File: src/rtl/ctr_kernel_multi.sv
// Multi-channel counter-service request kernel: issues count_to requests per enabled channel, then drains.
// Optional response tracking and drain timeout enabled by defining CTR_KERNEL_RSP_EN.
module ctr_kernel_multi #(
  parameter int unsigned NCH      = 4,
  parameter int unsigned CNT_W    = 20,
  parameter int unsigned ARG_W    = 32,
  parameter int unsigned ID_W     = 8,
  parameter int unsigned DRAIN_CY = 10000
) (
  input  logic                   clk,
  input  logic                   rst_n,
  input  logic                   start,
  output logic                   done,
  output logic                   busy,
  input  logic [CNT_W-1:0]       count_to,
  input  logic [NCH-1:0]         chan_en,
  input  logic [NCH*ARG_W-1:0]   chan_idx,
  input  logic [NCH*ARG_W-1:0]   chan_inc,
  input  logic [NCH*ID_W-1:0]    chan_id,
  input  logic [NCH-1:0]         tx_full,
`ifdef CTR_KERNEL_RSP_EN
  input  logic [NCH-1:0]         rx_valid,
  output logic                   timeout,
`endif
  output logic [NCH-1:0]         tx_valid,
  output logic [NCH*ID_W-1:0]    tx_srcid,
  output logic [NCH*ID_W-1:0]    tx_dstid,
  output logic [NCH*ARG_W-1:0]   tx_arg0,
  output logic [NCH*ARG_W-1:0]   tx_arg1,
  output logic [NCH*ARG_W-1:0]   tx_arg2,
  output logic [NCH*CNT_W-1:0]   issued
);

  localparam int unsigned DW = $clog2(DRAIN_CY + 1);

  typedef enum logic [1:0] {S_IDLE, S_RUN, S_DRAIN, S_DONE} state_t;

  state_t                     state, state_nx;
  logic [CNT_W-1:0]           count_q;
  logic [NCH-1:0]             en_q;
  logic [NCH-1:0][ARG_W-1:0]  idx_q, inc_q, arg0_q, arg1_q;
  logic [NCH-1:0][ID_W-1:0]   id_q, srcid_q;
  logic [NCH-1:0][CNT_W-1:0]  issued_q;
  logic [NCH-1:0]             tx_valid_q;
  logic [DW-1:0]              drain_q;
  logic                       done_q, busy_q;
  logic [NCH-1:0]             iss;
  logic                       all_fin;
  logic                       drain_hit;
  logic                       rx_all;

`ifdef CTR_KERNEL_RSP_EN
  logic [NCH-1:0][CNT_W-1:0]  rx_q;
  logic                       timeout_q;
`endif

  // Issue decisions, completion lookahead and next state
  always_comb begin
    iss       = '0;
    all_fin   = 1'b1;
    rx_all    = 1'b1;
    state_nx  = state;
    drain_hit = (drain_q == DW'(DRAIN_CY - 1));
    for (int c = 0; c < NCH; c++) begin
      iss[c] = (state == S_RUN) && start && en_q[c] &&
               (issued_q[c] < count_q) && !tx_full[c];
      if (en_q[c] && ((issued_q[c] + CNT_W'(iss[c])) < count_q))
        all_fin = 1'b0;
`ifdef CTR_KERNEL_RSP_EN
      if ((rx_q[c] + CNT_W'(rx_valid[c])) != issued_q[c])
        rx_all = 1'b0;
`endif
    end
`ifndef CTR_KERNEL_RSP_EN
    rx_all = 1'b0;
`endif
    case (state)
      S_IDLE:  if (start) state_nx = S_RUN;
      S_RUN: begin
        if (!start)       state_nx = S_IDLE;
        else if (all_fin) state_nx = S_DRAIN;
      end
      S_DRAIN: begin
        if (!start)                   state_nx = S_IDLE;
        else if (rx_all || drain_hit) state_nx = S_DONE;
      end
      S_DONE:  if (!start) state_nx = S_IDLE;
      default: state_nx = S_IDLE;
    endcase
  end

  // State, configuration latch, issue counters and registered request messages
  always_ff @(posedge clk) begin
    if (!rst_n) begin
      state      <= S_IDLE;
      count_q    <= '0;
      en_q       <= '0;
      idx_q      <= '0;
      inc_q      <= '0;
      id_q       <= '0;
      arg0_q     <= '0;
      arg1_q     <= '0;
      srcid_q    <= '0;
      issued_q   <= '0;
      tx_valid_q <= '0;
      drain_q    <= '0;
      done_q     <= 1'b0;
      busy_q     <= 1'b0;
    end else begin
      state      <= state_nx;
      busy_q     <= (state_nx == S_RUN) || (state_nx == S_DRAIN);
      done_q     <= (state_nx == S_DONE);
      tx_valid_q <= iss;
      if (state == S_IDLE && start) begin
        count_q  <= count_to;
        en_q     <= chan_en;
        idx_q    <= chan_idx;
        inc_q    <= chan_inc;
        id_q     <= chan_id;
        issued_q <= '0;
        drain_q  <= '0;
      end
      for (int c = 0; c < NCH; c++) begin
        if (iss[c]) begin
          issued_q[c] <= issued_q[c] + CNT_W'(1);
          srcid_q[c]  <= id_q[c];
          arg0_q[c]   <= idx_q[c];
          arg1_q[c]   <= inc_q[c];
        end
      end
      if (state == S_DRAIN && drain_q != DW'(DRAIN_CY))
        drain_q <= drain_q + DW'(1);
    end
  end

`ifdef CTR_KERNEL_RSP_EN
  // Response counting and drain timeout flag
  always_ff @(posedge clk) begin
    if (!rst_n) begin
      rx_q      <= '0;
      timeout_q <= 1'b0;
    end else begin
      if (state == S_IDLE && start)
        rx_q <= '0;
      else if (state == S_RUN || state == S_DRAIN)
        for (int c = 0; c < NCH; c++)
          if (rx_valid[c]) rx_q[c] <= rx_q[c] + CNT_W'(1);
      if (state_nx == S_IDLE)
        timeout_q <= 1'b0;
      else if (state == S_DRAIN && state_nx == S_DONE && !rx_all)
        timeout_q <= 1'b1;
    end
  end

  assign timeout = timeout_q;
`endif

  assign done     = done_q;
  assign busy     = busy_q;
  assign tx_valid = tx_valid_q;
  assign tx_srcid = srcid_q;
  assign tx_dstid = srcid_q;
  assign tx_arg0  = arg0_q;
  assign tx_arg1  = arg1_q;
  assign tx_arg2  = '0;
  assign issued   = issued_q;

endmodule

File: config.mk
export PLATFORM = sky130hd
export DESIGN_NAME = ctr_kernel_multi
export DESIGN_NICKNAME = d
export VERILOG_FILES = /design/src/rtl/ctr_kernel_multi.sv
export SDC_FILE = /design/constraint.sdc
export NUM_CORES = 2
export LEC_CHECK = 0
export ABC_AREA = 1
export ABC_CLOCK_PERIOD_IN_PS = 5100
export CORE_AREA = 2 2 335 337
export CTS_BUF_LIST = sky130_fd_sc_hd__clkbuf_4 sky130_fd_sc_hd__clkbuf_8
export DETAILED_ROUTE_END_ITERATION = 12
export DIE_AREA = 0 0 337 339
export DONT_BUFFER_PORTS = 1
export PLACE_DENSITY_LB_ADDON = 0.12
export SYNTH_ARGS = -nofsm -noshare
export SYNTH_HDL_FRONTEND = slang
export SYNTH_SLANG_ARGS = --single-unit
File: constraint.sdc
create_clock -name clk -period 5.1 [get_ports clk]
set_input_delay 1.02 -clock clk [delete_from_list [all_inputs] [get_ports clk]]
set_output_delay 1.02 -clock clk [all_outputs]
set_load 0.005 [all_outputs]
==> impl_metrics.env <==
export IMPL_status="finished with violations"
export IMPL_violations="max-slew violations"
export IMPL_muxShareOfSynthArea=0
export IMPL_r2r_end="busy"
export IMPL_tightestPinTransition_ns=3.41
export IMPL_finalSetupViolCount=0
export IMPL_die_height_um=339
export IMPL_slowest_stage="ha_1"
export IMPL_synth_seq_cells=702
export IMPL_finalNetCount=4847
export IMPL_synth_ff_type="dfxtp_1"
export IMPL_post_synth_top_area_cell="dfxtp_1"
export IMPL_synth_compound_area_frac=0.126
export IMPL_fin_ws_ns=0.414
export IMPL_synthAdderAreaFrac=0.0663
export IMPL_die_area_mm2=0.114
export IMPL_cp_common_cell="nand2_1"
export IMPL_wire_per_inst_um=20.7
export IMPL_hold_buffers=0
export IMPL_dp_hpwl_um=87700
export IMPL_synth_xor_xnor_area_share=0.0388
export IMPL_min_period_ns=4.69
export IMPL_io_buffers=0
export IMPL_grt_pass1_wl_um=178000
export IMPL_cts_made_buffers=135
export IMPL_num_vias=27459
export IMPL_drcViolationCount=0
export IMPL_routabilityCongestion=0.874
export IMPL_powerDensity_mw_per_mm2=353
export IMPL_root_buffer="clkbuf_8"
export IMPL_irDropWorstVdd_mv=0.248
export IMPL_final_layout_size_suffix_gt1_frac=0.0921
export IMPL_rows=122
export IMPL_slew_limit_headroom=-1.27
export IMPL_start_util=0.292
export IMPL_fmax_mhz=213
export IMPL_r2r_slack_ns=0.41
export IMPL_die_x_um=337
export IMPL_grt_max_degree=617
export IMPL_ys_warnings_count=0
export IMPL_cts_tree="built"
export IMPL_max_stage_delay_ns=0.32
export IMPL_avgSynthCellArea_um2=7.41
export IMPL_detail_route_iter0_violations=1642
export IMPL_clock_sinks=702
export IMPL_drt_first_pass_iters=5
export IMPL_cp_start_kind="register"
export IMPL_synth_top_family_by_area="simple AND/OR/NAND/NOR gates"
export IMPL_synth_cell_types=39
export IMPL_p_leak_uw=0.0152
export IMPL_clkLatencyLatePin_ns=0.84
export IMPL_ant_nets=0
export IMPL_htreeDepth=4
export IMPL_r2r_start="count_q[11]"
export IMPL_yosys_area_share_simple=0.238
export IMPL_clock_path_buffers=3
export IMPL_routed_via_density=4.61
export IMPL_synth_top_area_frac=0.435
export IMPL_rr_worst_depth=28
export IMPL_synth_edf_count=0
export IMPL_post_place_ws_ns=0.0894
export IMPL_critPathMaxFanout=4
export IMPL_hold_path_class="in -> reg"
export IMPL_yosysSeqAreaShare=0.435
export IMPL_netlist_instances=4354
export IMPL_worstSetupEndpointType="register"
export IMPL_hold_path_end="issued[40]"
export IMPL_synth_area_mm2=0.0323
export IMPL_synth_top_cells_by_area="dfxtp_1 44%, nor2_1 15%, o21ai_0 8.7%"
export IMPL_hold_violations=0
export IMPL_timing_hold_ws_ns=0.329
export IMPL_clk_pin_slew_ns=0.06
export IMPL_final_cell_mix="1,315 x nor2_1, 701 x dfxtp_1, 559 x o21ai_0, 406 x nand2_1, 171 x ha_1"
export IMPL_fin_tns_setup_ns=0
export IMPL_required_ns=5.80
export IMPL_grt_usage=0.209
export IMPL_grt_pass1_vias=26247
export IMPL_cp_startpoint="count_q[11]"
export IMPL_arrival_ns=5.39
export IMPL_finalMaxSlewViolations=481
export IMPL_finalCritPeriodShare=0.919
export IMPL_overflow=0
export IMPL_synth_async_reset_ratio=0
export IMPL_rsz0062_at_grt="no"
export IMPL_holdCritStartpoint="rst_n"
export IMPL_routed_wl_um=123000
export IMPL_core_area_mm2=0.110
export IMPL_ios=853
export IMPL_hold_path_depth=2
export IMPL_finClkSkew_ns=0.0542
export IMPL_criticalPathCategory="reg -> reg"
export IMPL_grt_antenna_before_repair=39
export IMPL_final_common_cell="nor2_1"
export IMPL_cap_violations=0
export IMPL_synthToLayoutAreaGrowth_pct=12.5
[kinds of logic (layout without fill, tap and decap cells)]
group / count (synthesis) / after routing
buf+inv: 588 / 559
fa+ha+maj: 171 / 171
other cells: 1 / 147
xor+xnor: 143 / 143
flops: 702 / 702
compound gates: 803 / 803
simple gates: 1946 / 1946
[registers in the layout, indices dropped and copies added, names as in the netlist]
name      cells
busy          1
count_q      20
done          1
drain_q      14
en_q          4
id_q         32
idx_q       128
inc_q       128
issued       80
state         2
tx_arg0     128
tx_arg1     128
tx_dstid     32
tx_valid      4
[timing repair]
item | CTS | global route
setup buffers | 0 | 1
gates resized for setup | 0 | 9
endpoints found under the setup margin | 0 | 3
[layout make-up]
cell class,instances,area (um^2)
Antenna cell,19,47.5
Clock buffer,210,2530
Clock inverter,22,270
Fill cell,12073,74100
Inverter,179,688
Multi-Input combinational cell,3191,15700
Sequential cell,702,14100
Tap cell,1488,1860
Timing Repair Buffer,148,1160
[cells in the mapped netlist (2+ instances only)]
cell / instances
ha_1: 171
inv_1: 168
a21o_1: 9
nand3_1: 158
clkinv_1: 4
nand4_1: 23
nand4_2: 4
clkbuf_2: 8
buf_2: 32
nor2_1: 1317
nand2_1: 406
buf_4: 181
xnor2_1: 27
xor2_1: 116
clkbuf_1: 163
o21bai_1: 4
o21ai_1: 67
buf_1: 7
o21ai_0: 559
nand3b_1: 4
a22oi_1: 2
a21oi_1: 157
inv_2: 6
nor2_2: 3
dfxtp_1: 702
nor4_1: 7
nor3_1: 19
o21a_1: 2
buf_6: 18
[through the flow]
step | total power, uW | area (um^2) | cells | util
final | 12800 | 36300 | 5959 | 0.329
after global routing | 13500 | 36300 | 5954 | 0.329
after CTS | 13000 | 36200 | 5939 | 0.328
after detailed placement | 7070 | 33400 | 5707 | 0.303
after global placement | 7070 | 33400 | 5707 | 0.303
after floorplan | 6810 | 32800 | 4481 | -
[worst max-delay path, delay by kind of cell (launching register included)]
| family | cells | cell delay, ns |
|---|---|---|
| buffers and inverters | 4 | 0.54 |
| DFF | 1 | 0.30 |
| AOI/OAI and AO/OA | 4 | 0.70 |
| adders and majority gates | 5 | 1.24 |
| xor gates and xnor gates | 1 | 0.16 |
| and+or+nand+nor | 14 | 1.59 |
[how the worst max path moves through the flow]
| stage | end | slack, ns |
|---|---|---|
| finish | busy | 0.41 |
| global route | busy | 0.01 |
| CTS | busy | 0.25 |
| detailed placement | busy | 0.09 |
| global placement | busy | 0.11 |
| floorplan | busy | 0.58 |
[report_power, final]
part	leakage (uW)	internal, uW	switching [uW]
clock network	0.00148	3280	2590
registers	0.00573	5750	147
logic	0.00795	359	709
total	0.0152	9390	3440
[per-layer routing]
| metal | share of wire | global-route usage |
|---|---|---|
| met2 | 0.47 | 0.347 |
| met4 | 0.032 | 0.0834 |
| met5 | 0.0021 | 0 |
| met3 | 0.089 | 0.0801 |
| met1 | 0.40 | 0.241 |
No activity file was read; power rests on OpenSTA's default activity.
